===== src/rtl/alu_arbiter_pkg.sv =====
// Shared constants for the ALU arbiter: opcodes, FSM encoding, flag bit positions.
package alu_arbiter_pkg;

    // Opcode values understood by the external ALU; the arbiter passes every code through unchanged.
    localparam logic [4:0] OP_NOP = 5'd0;
    localparam logic [4:0] OP_AND = 5'd1;
    localparam logic [4:0] OP_OR  = 5'd2;
    localparam logic [4:0] OP_XOR = 5'd3;
    localparam logic [4:0] OP_NOT = 5'd4;
    localparam logic [4:0] OP_SHL = 5'd5;
    localparam logic [4:0] OP_SHR = 5'd6;
    localparam logic [4:0] OP_SCL = 5'd7;
    localparam logic [4:0] OP_SCR = 5'd8;
    localparam logic [4:0] OP_SLT = 5'd9;
    localparam logic [4:0] OP_ADD = 5'd16;
    localparam logic [4:0] OP_SUB = 5'd17;
    localparam logic [4:0] OP_INC = 5'd18;
    localparam logic [4:0] OP_DEC = 5'd19;

    // FSM encoding, kept as plain constants so older code can compare against raw values.
    typedef logic [1:0] state_t;
    localparam state_t ST_IDLE = 2'd0;
    localparam state_t ST_EXEC = 2'd1;
    localparam state_t ST_RESP = 2'd2;

    // Bit positions inside rsp_flags.
    localparam int FLAG_CARRY    = 0;
    localparam int FLAG_OVERFLOW = 1;
    localparam int FLAG_PARITY   = 2;
    localparam int FLAG_NEG      = 3;

endpackage


===== src/rtl/alu_arbiter_rr_arb2.sv =====
// Two-way round-robin arbiter: grants inside an enabled window, remembers the last winner.
module rr_arb2 (
    input  logic       clk,
    input  logic       rst_n,
    input  logic       grant_en,
    input  logic [1:0] req,
    output logic [1:0] grant
);

    // Index of the requester that won most recently; reset to 1 so requester 0 wins the first tie.
    logic last_q;

    // Pick a winner: a lone requester wins outright, a tie goes to the one not granted last.
    always_comb begin
        // NOTE: assign a default before any branch so no path leaves grant unassigned and infers a latch.
        grant = 2'b00;
        if (grant_en) begin
            case (req)
                2'b01:   grant = 2'b01;
                2'b10:   grant = 2'b10;
                2'b11:   grant = last_q ? 2'b01 : 2'b10;
                default: grant = 2'b00;
            endcase
        end
    end

    // Advance the pointer only when a grant is issued; a grant implies a valid request, so it is an accept.
    always_ff @(posedge clk) begin
        // NOTE: non-blocking assignments for all state so every flop samples pre-edge values.
        if (!rst_n) begin
            last_q <= 1'b1;
        end else if (grant != 2'b00) begin
            last_q <= grant[1];
        end
    end

endmodule


===== src/rtl/alu_arbiter.sv =====
// Shares one external ALU between two requesters; one operation in flight, registered response.
module alu_arbiter
    import alu_arbiter_pkg::*;
#(
    parameter int WIDTH = 32,
    parameter int OPW   = 5
) (
    input  logic             clk,
    input  logic             rst_n,
    input  logic             req0_valid,
    input  logic             req1_valid,
    output logic             req0_ready,
    output logic             req1_ready,
    input  logic [WIDTH-1:0] req0_op_a,
    input  logic [WIDTH-1:0] req0_op_b,
    input  logic [WIDTH-1:0] req1_op_a,
    input  logic [WIDTH-1:0] req1_op_b,
    input  logic [OPW-1:0]   req0_op_code,
    input  logic [OPW-1:0]   req1_op_code,
    output logic [WIDTH-1:0] alu_op_a,
    output logic [WIDTH-1:0] alu_op_b,
    output logic [OPW-1:0]   alu_op_code,
    input  logic [WIDTH-1:0] alu_out,
    input  logic             alu_flag_carry,
    input  logic             alu_flag_overflow,
    input  logic             alu_flag_parity,
    input  logic             alu_flag_neg,
    output logic             rsp_valid,
    input  logic             rsp_ready,
    output logic [WIDTH-1:0] rsp_out,
    output logic [3:0]       rsp_flags,
    output logic             rsp_id,
    output logic             busy
);

    state_t           state;
    logic [WIDTH-1:0] cap_a;
    logic [WIDTH-1:0] cap_b;
    logic [OPW-1:0]   cap_code;
    logic             cap_id;
    logic             grant_en;
    logic [1:0]       grant;
    logic             accept;

    // Grants are allowed when idle, or when the pending response retires this cycle; never during reset.
    always_comb begin
        grant_en = rst_n && ((state == ST_IDLE) || ((state == ST_RESP) && rsp_ready));
    end

    rr_arb2 u_rr_arb2 (
        .clk      (clk),
        .rst_n    (rst_n),
        .grant_en (grant_en),
        .req      ({req1_valid, req0_valid}),
        .grant    (grant)
    );

    assign req0_ready  = grant[0];
    assign req1_ready  = grant[1];
    assign accept      = grant[0] | grant[1];

    // The ALU only ever sees captured operands, so its inputs are stable for the whole operation.
    assign alu_op_a    = cap_a;
    assign alu_op_b    = cap_b;
    assign alu_op_code = cap_code;
    assign busy        = (state != ST_IDLE);

    // Capture the granted request, register the ALU result, and sequence IDLE -> EXEC -> RESP.
    always_ff @(posedge clk) begin
        if (!rst_n) begin
            state     <= ST_IDLE;
            cap_a     <= '0;
            cap_b     <= '0;
            cap_code  <= '0;
            cap_id    <= 1'b0;
            rsp_valid <= 1'b0;
            rsp_out   <= '0;
            rsp_flags <= 4'b0000;
            rsp_id    <= 1'b0;
        end else begin
            if (accept) begin
                cap_a    <= grant[1] ? req1_op_a    : req0_op_a;
                cap_b    <= grant[1] ? req1_op_b    : req0_op_b;
                cap_code <= grant[1] ? req1_op_code : req0_op_code;
                cap_id   <= grant[1];
            end
            case (state)
                ST_IDLE: begin
                    if (accept) begin
                        state <= ST_EXEC;
                    end
                end
                ST_EXEC: begin
                    rsp_out                  <= alu_out;
                    rsp_flags[FLAG_CARRY]    <= alu_flag_carry;
                    rsp_flags[FLAG_OVERFLOW] <= alu_flag_overflow;
                    rsp_flags[FLAG_PARITY]   <= alu_flag_parity;
                    rsp_flags[FLAG_NEG]      <= alu_flag_neg;
                    rsp_id                   <= cap_id;
                    rsp_valid                <= 1'b1;
                    state                    <= ST_RESP;
                end
                ST_RESP: begin
                    // Response held until taken; a same-cycle accept skips IDLE entirely.
                    if (rsp_ready) begin
                        rsp_valid <= 1'b0;
                        state     <= accept ? ST_EXEC : ST_IDLE;
                    end
                end
                default: begin
                    rsp_valid <= 1'b0;
                    state     <= ST_IDLE;
                end
            endcase
        end
    end

endmodule


===== config.mk =====
export PLATFORM = sky130hd
export DESIGN_NAME = alu_arbiter
export DESIGN_NICKNAME = d
export VERILOG_FILES = /design/src/rtl/alu_arbiter_pkg.sv /design/src/rtl/alu_arbiter_rr_arb2.sv /design/src/rtl/alu_arbiter.sv
export SDC_FILE = /design/constraint.sdc
export NUM_CORES = 1
export LEC_CHECK = 0
export BUFFER_PORTS_ARGS = -buffer_cell sky130_fd_sc_hd__buf_4
export CORE_MARGIN = 5
export CORE_UTILIZATION = 45
export CTS_CLUSTER_DIAMETER = 200
export CTS_CLUSTER_SIZE = 25
export DETAILED_ROUTE_END_ITERATION = 10
export PLACE_DENSITY = 0.79
export SLEW_MARGIN = 20
export SYNTH_ARGS = -nofsm -noshare
export SYNTH_HDL_FRONTEND = slang
export SYNTH_SLANG_ARGS = --single-unit

===== constraint.sdc =====
create_clock -name clk -period 4.13 [get_ports clk]
set_input_delay 1.239 -clock clk [delete_from_list [all_inputs] [get_ports clk]]
set_output_delay 1.239 -clock clk [all_outputs]
set_load 0.01 [all_outputs]

Yosys cells after proc, flatten, opt, wreduce, memory -nomap -nowiden. Cells that the tools add are included.

Bitwise logic cells: 2. Eq/ne operators: 7. Reductions and logical operators: 8. Muxes and demuxes: 12.

Operators with widths (number): 32-bit two-way mux (2); 2-bit case mux with 3 select lines (2); 2-bit two-way mux (4); 2-bit equality test, second input constant (3); 5-bit two-way mux (1); 2-bit by 1-bit equality test with 1-bit output, second input constant (2); 2-bit != test, second input constant (2); 2-bit AND reduction (2); 2-bit nonzero test (2); 1-bit case mux with 3 select lines (1); 1-bit logical AND (2); 2-bit zero test (1); 1-bit two-way mux (2); 1-bit logical OR (1); 1-bit inverter (1); 1-bit bitwise OR (1).

Register bits after elaboration: 111. Output and inout bits: 110. Logic and storage cells: 39.

Depth between registers and ports, before layout.
Depth in word-level cells: 9. Mapped depth: 6. Gate-level depth less buffers: 3.

Hierarchy. A second synthesis with hierarchy kept.

Cell total of the unflattened synthesis: 492. Area total of the unflattened synthesis: 4515.6 um^2.

Modules (own cells, without submodules): alu_arbiter (cells each 484, instances 1, sequential area each 2202.1 um^2, area each 4459.3 um^2); rr_arb2 (cells each 8, instances 1, sequential area each 20.0 um^2, area each 56.3 um^2).

Worst setup path after synthesis. OpenSTA, ideal clock, no wires.

Path type: input to output. From: input rsp_ready. To: output req0_ready. Data required time: 2.891 ns. Path slack: 0.776 ns. Cell stages on the path: 6. Arrival: 2.115 ns. Path buffers: 3. Cell sequence: nand2b_1 -> buf_2 -> buf_4 -> buf_2 -> nand2_1 -> nor3_1.

Word-level cells in the longest chain between the ends: 4.

Ends and longest elaborated chain: start: declaration (line alu_arbiter.sv:29) `input logic rsp_ready,`; 1-bit logical AND (line alu_arbiter.sv:47) `grant_en = rst_n && ((state == ST_IDLE) || ((state == ST_RESP) && rsp_ready));`; 1-bit logical OR (line alu_arbiter.sv:47); 1-bit logical AND (line alu_arbiter.sv:47); 2-bit two-way mux (line alu_arbiter_rr_arb2.sv:17) `if (grant_en) begin`; end: declaration (line alu_arbiter.sv:12) `output logic req0_ready,`.

Every way passes these cells.

Worst setup path in the final report. Ends and elaborated chain as after synthesis.

==> results.md <==
* Initial drt markers at 622
* Crit path top cell by count: buf_4
* Arr. time, crit path at 2.21 ns
* Fin crit share at 83.61%
* Yosys Warn Count at 0
* IO Port Bufs at 288
* Clock tree buffer depth at 2
* WL final at 20.72 mm
* CTS tree: built
* Total CTS buffers at 9
* Seq/Total Area, Yosys at 38.36%
* # rows at 41
* DIE AREA at 0.01524 mm^2
* Pre-antenna DRT Iters at 5
* Worst-Margin Slew at 1.130 ns
* Cell taking the most area after synthesis: dfxtp_1
* CP max FO at 31
* Area share of the largest cell type after synthesis at 38.36%
* Critical Path Source: rsp_ready
* Root Driver: clkbuf_16
* Filler instances at 1,043
* Avg WL per Cell at 20.38 um
* Slew Limit Fails at 0
* Endpoint class of the critical path: primary output
* Slew HR at 24.66%
* CP endpoint: req0_ready
* Clock skew at 0.009366 ns
* # diodes at 0
* Most frequent cells in the layout: buf_4, dfxtp_1, nand2_1
* RSZ-0062 raised after global routing: no
* Clk_lat worst skew at 0.35 ns
* Reg2Reg Depth at 4
* Global-route wire length before repair at 31.01 mm
* Post-CTS setup buffers at 0
* Area growth syn-to-layout at 40.35%
* Vias per cell at 6.199
* Final HPWL DP at 14.24 mm
* Worst R2R Setup Slack at 1.81 ns
* Fmax at 289.6 MHz
* Resized Gates After CTS at 0
* I/O pin cnt at 289
* Crit path time final at 3.453 ns
* Final Wtd Congestion at 0.8121
* Initial Util at 45.91%
* Count of cell types in the netlist at 27
* CTS clk-pin slew, worst paths at 0.07 ns
* Worst R2R End: alu_op_code[2]
* Share of layout cells above drive strength 1 at 47.46%
* Antenna-violating nets left at 0
* Maximum VDD drop at 0.1887 mV
* DRC violation count after routing at 0
* Final nets at 1,019
* Setup CP Type: in2out
* Number of global-route vias before repair at 5,998
* Syn Area/Cell at 9.299 um^2
* Max Cap Viol at 0
* CP peak stage delay at 0.33 ns
* Syn Inst Count at 623
* Total track usage at 25.44%
* Die Wd at 123.5 um
* Most common cell after layout, fill and taps aside: buf_4
* Hold violation total from the final report at 0
* DP Area at 0.007833 mm^2
* Initial antenna violation count at 0
* Setup TNS at 0 ns
* Worst R2R Start: state[1]
* Critical Path, Cell by Cell: buf_4 > nand2b_4 > nand2_1 > nor3_1 > buf_4
* Die Y-Extent at 123.5 um
* Status: complete, no violations
* Overflow after GRT at 0
* Vias at 6,304
* Critical Path Source Type: input port
* Clk sinks at 111
* Core Area at 0.01262 mm^2
* H-tree depth at 3
* Leak at 3.160 nW
* Flop and latch count out of synthesis at 111
* PD cells at 351.6 mW/mm^2
* HP Class: reg2reg
* Critical Path RT at 2.89 ns
* Largest net degree at the start of global routing at 112
* Top cells by area, synth: dfxtp_1, a311oi_2, o31ai_1
* # setup viols final at 0
* Post-synth net total at 802
* Synth Cell Area at 0.005793 mm^2
* Slowest cell on crit path: nand2b_4
* # hold bufs at CTS at 0
* Final instance area at 0.008130 mm^2
-- Yosys cell counts --
master and n:
a31oi_1 69, nand2_1 75, nand2b_1 3, nor2b_1 4, inv_1 2, a21oi_1 39
nor3_1 1, and3_4 1, a21bo_1 1, o211a_1 1, inv_2 1, a21boi_1 1
o31ai_1 70, nor2_1 2, o41ai_1 1, or2_2 1, o21ai_0 1, clkbuf_1 25
nand3_1 2, dfxtp_1 111, or2_1 1, nand4_1 69, a311oi_2 69, buf_4 4
buf_1 4, buf_2 55, buf_6 10
-- power by group --
part	switching [mW]	internal, mW
combinational	0.411	0.361
clock	0.444	0.430
sequential	0.0542	1.16
-- registers in the layout, indices dropped and copies added (netlist names) --
name / cells
alu_op_a: 32
alu_op_b: 32
alu_op_code: 5
cap_id: 1
rsp_flags: 4
rsp_id: 1
rsp_out: 32
rsp_valid: 1
state: 2
u_rr_arb2.last_q: 1
-- through the flow --
step	instances	hold slack (ns)	setup WS [ns]	util (%)	total power, mW
global route	1017	0.4788	0.6563	64.43	2.993
finish	1017	0.4550	0.6771	64.43	2.859
global placement	1001	0.4419	0.7164	62.05	1.987
floorplan	623	0.4319	0.7764	-	1.664
detailed placement	1001	0.4466	0.7349	62.07	2.008
CTS	1017	0.4578	0.7327	64.43	2.868
-- logic make-up after synthesis --
logic type	share of synthesized area [%]
AO/OA/AOI/OAI	38.49
AND/OR/NAND/NOR	13.87
flip-flops	38.36
buffers and inverters	9.287
-- metal layers --
layer | GRT usage [%] | up-vias | wire [um]
met3 | 6.816 | 36 | 1973
met4 | 9.135 | 0 | 540
met2 | 43.87 | 354 | 10300
met5 | 0 | - | 0
li1 | - | 2897 | -
met1 | 30.35 | 3017 | 7910
-- worst max-delay path, delay by kind of cell --
kind,cells,cell delay [ns]
buffers and inverters,2,0.29
and+or+nand+nor,3,0.68
-- area by class of cell --
type / count / area [um^2] / area share [%]
clock buffers: 9 / 225.2 / 2.770
clock inverters: 7 / 72.57 / 0.8926
inverters: 3 / 13.76 / 0.1693
multi-input cells: 411 / 3074 / 37.81
flip-flops and latches: 111 / 2222 / 27.33
well taps: 172 / 215.2 / 2.647
repair buffers: 304 / 2307 / 28.38
-- worst min-delay path by stage --
stage	startpoint	end	slack, ns	cells after the start
2_1_floorplan	cap_id	rsp_id	0.43	2
4_1_cts	rsp_out[27]	rsp_out[27]	0.46	2
6_report	cap_id	rsp_id	0.45	2
5_1_grt	rsp_out[4]	rsp_out[4]	0.48	2
3_3_place_gp	rsp_out[22]	rsp_out[22]	0.44	2
3_5_place_dp	rsp_out[27]	rsp_out[27]	0.45	2
No activity file was read; power rests on OpenSTA's default activity.
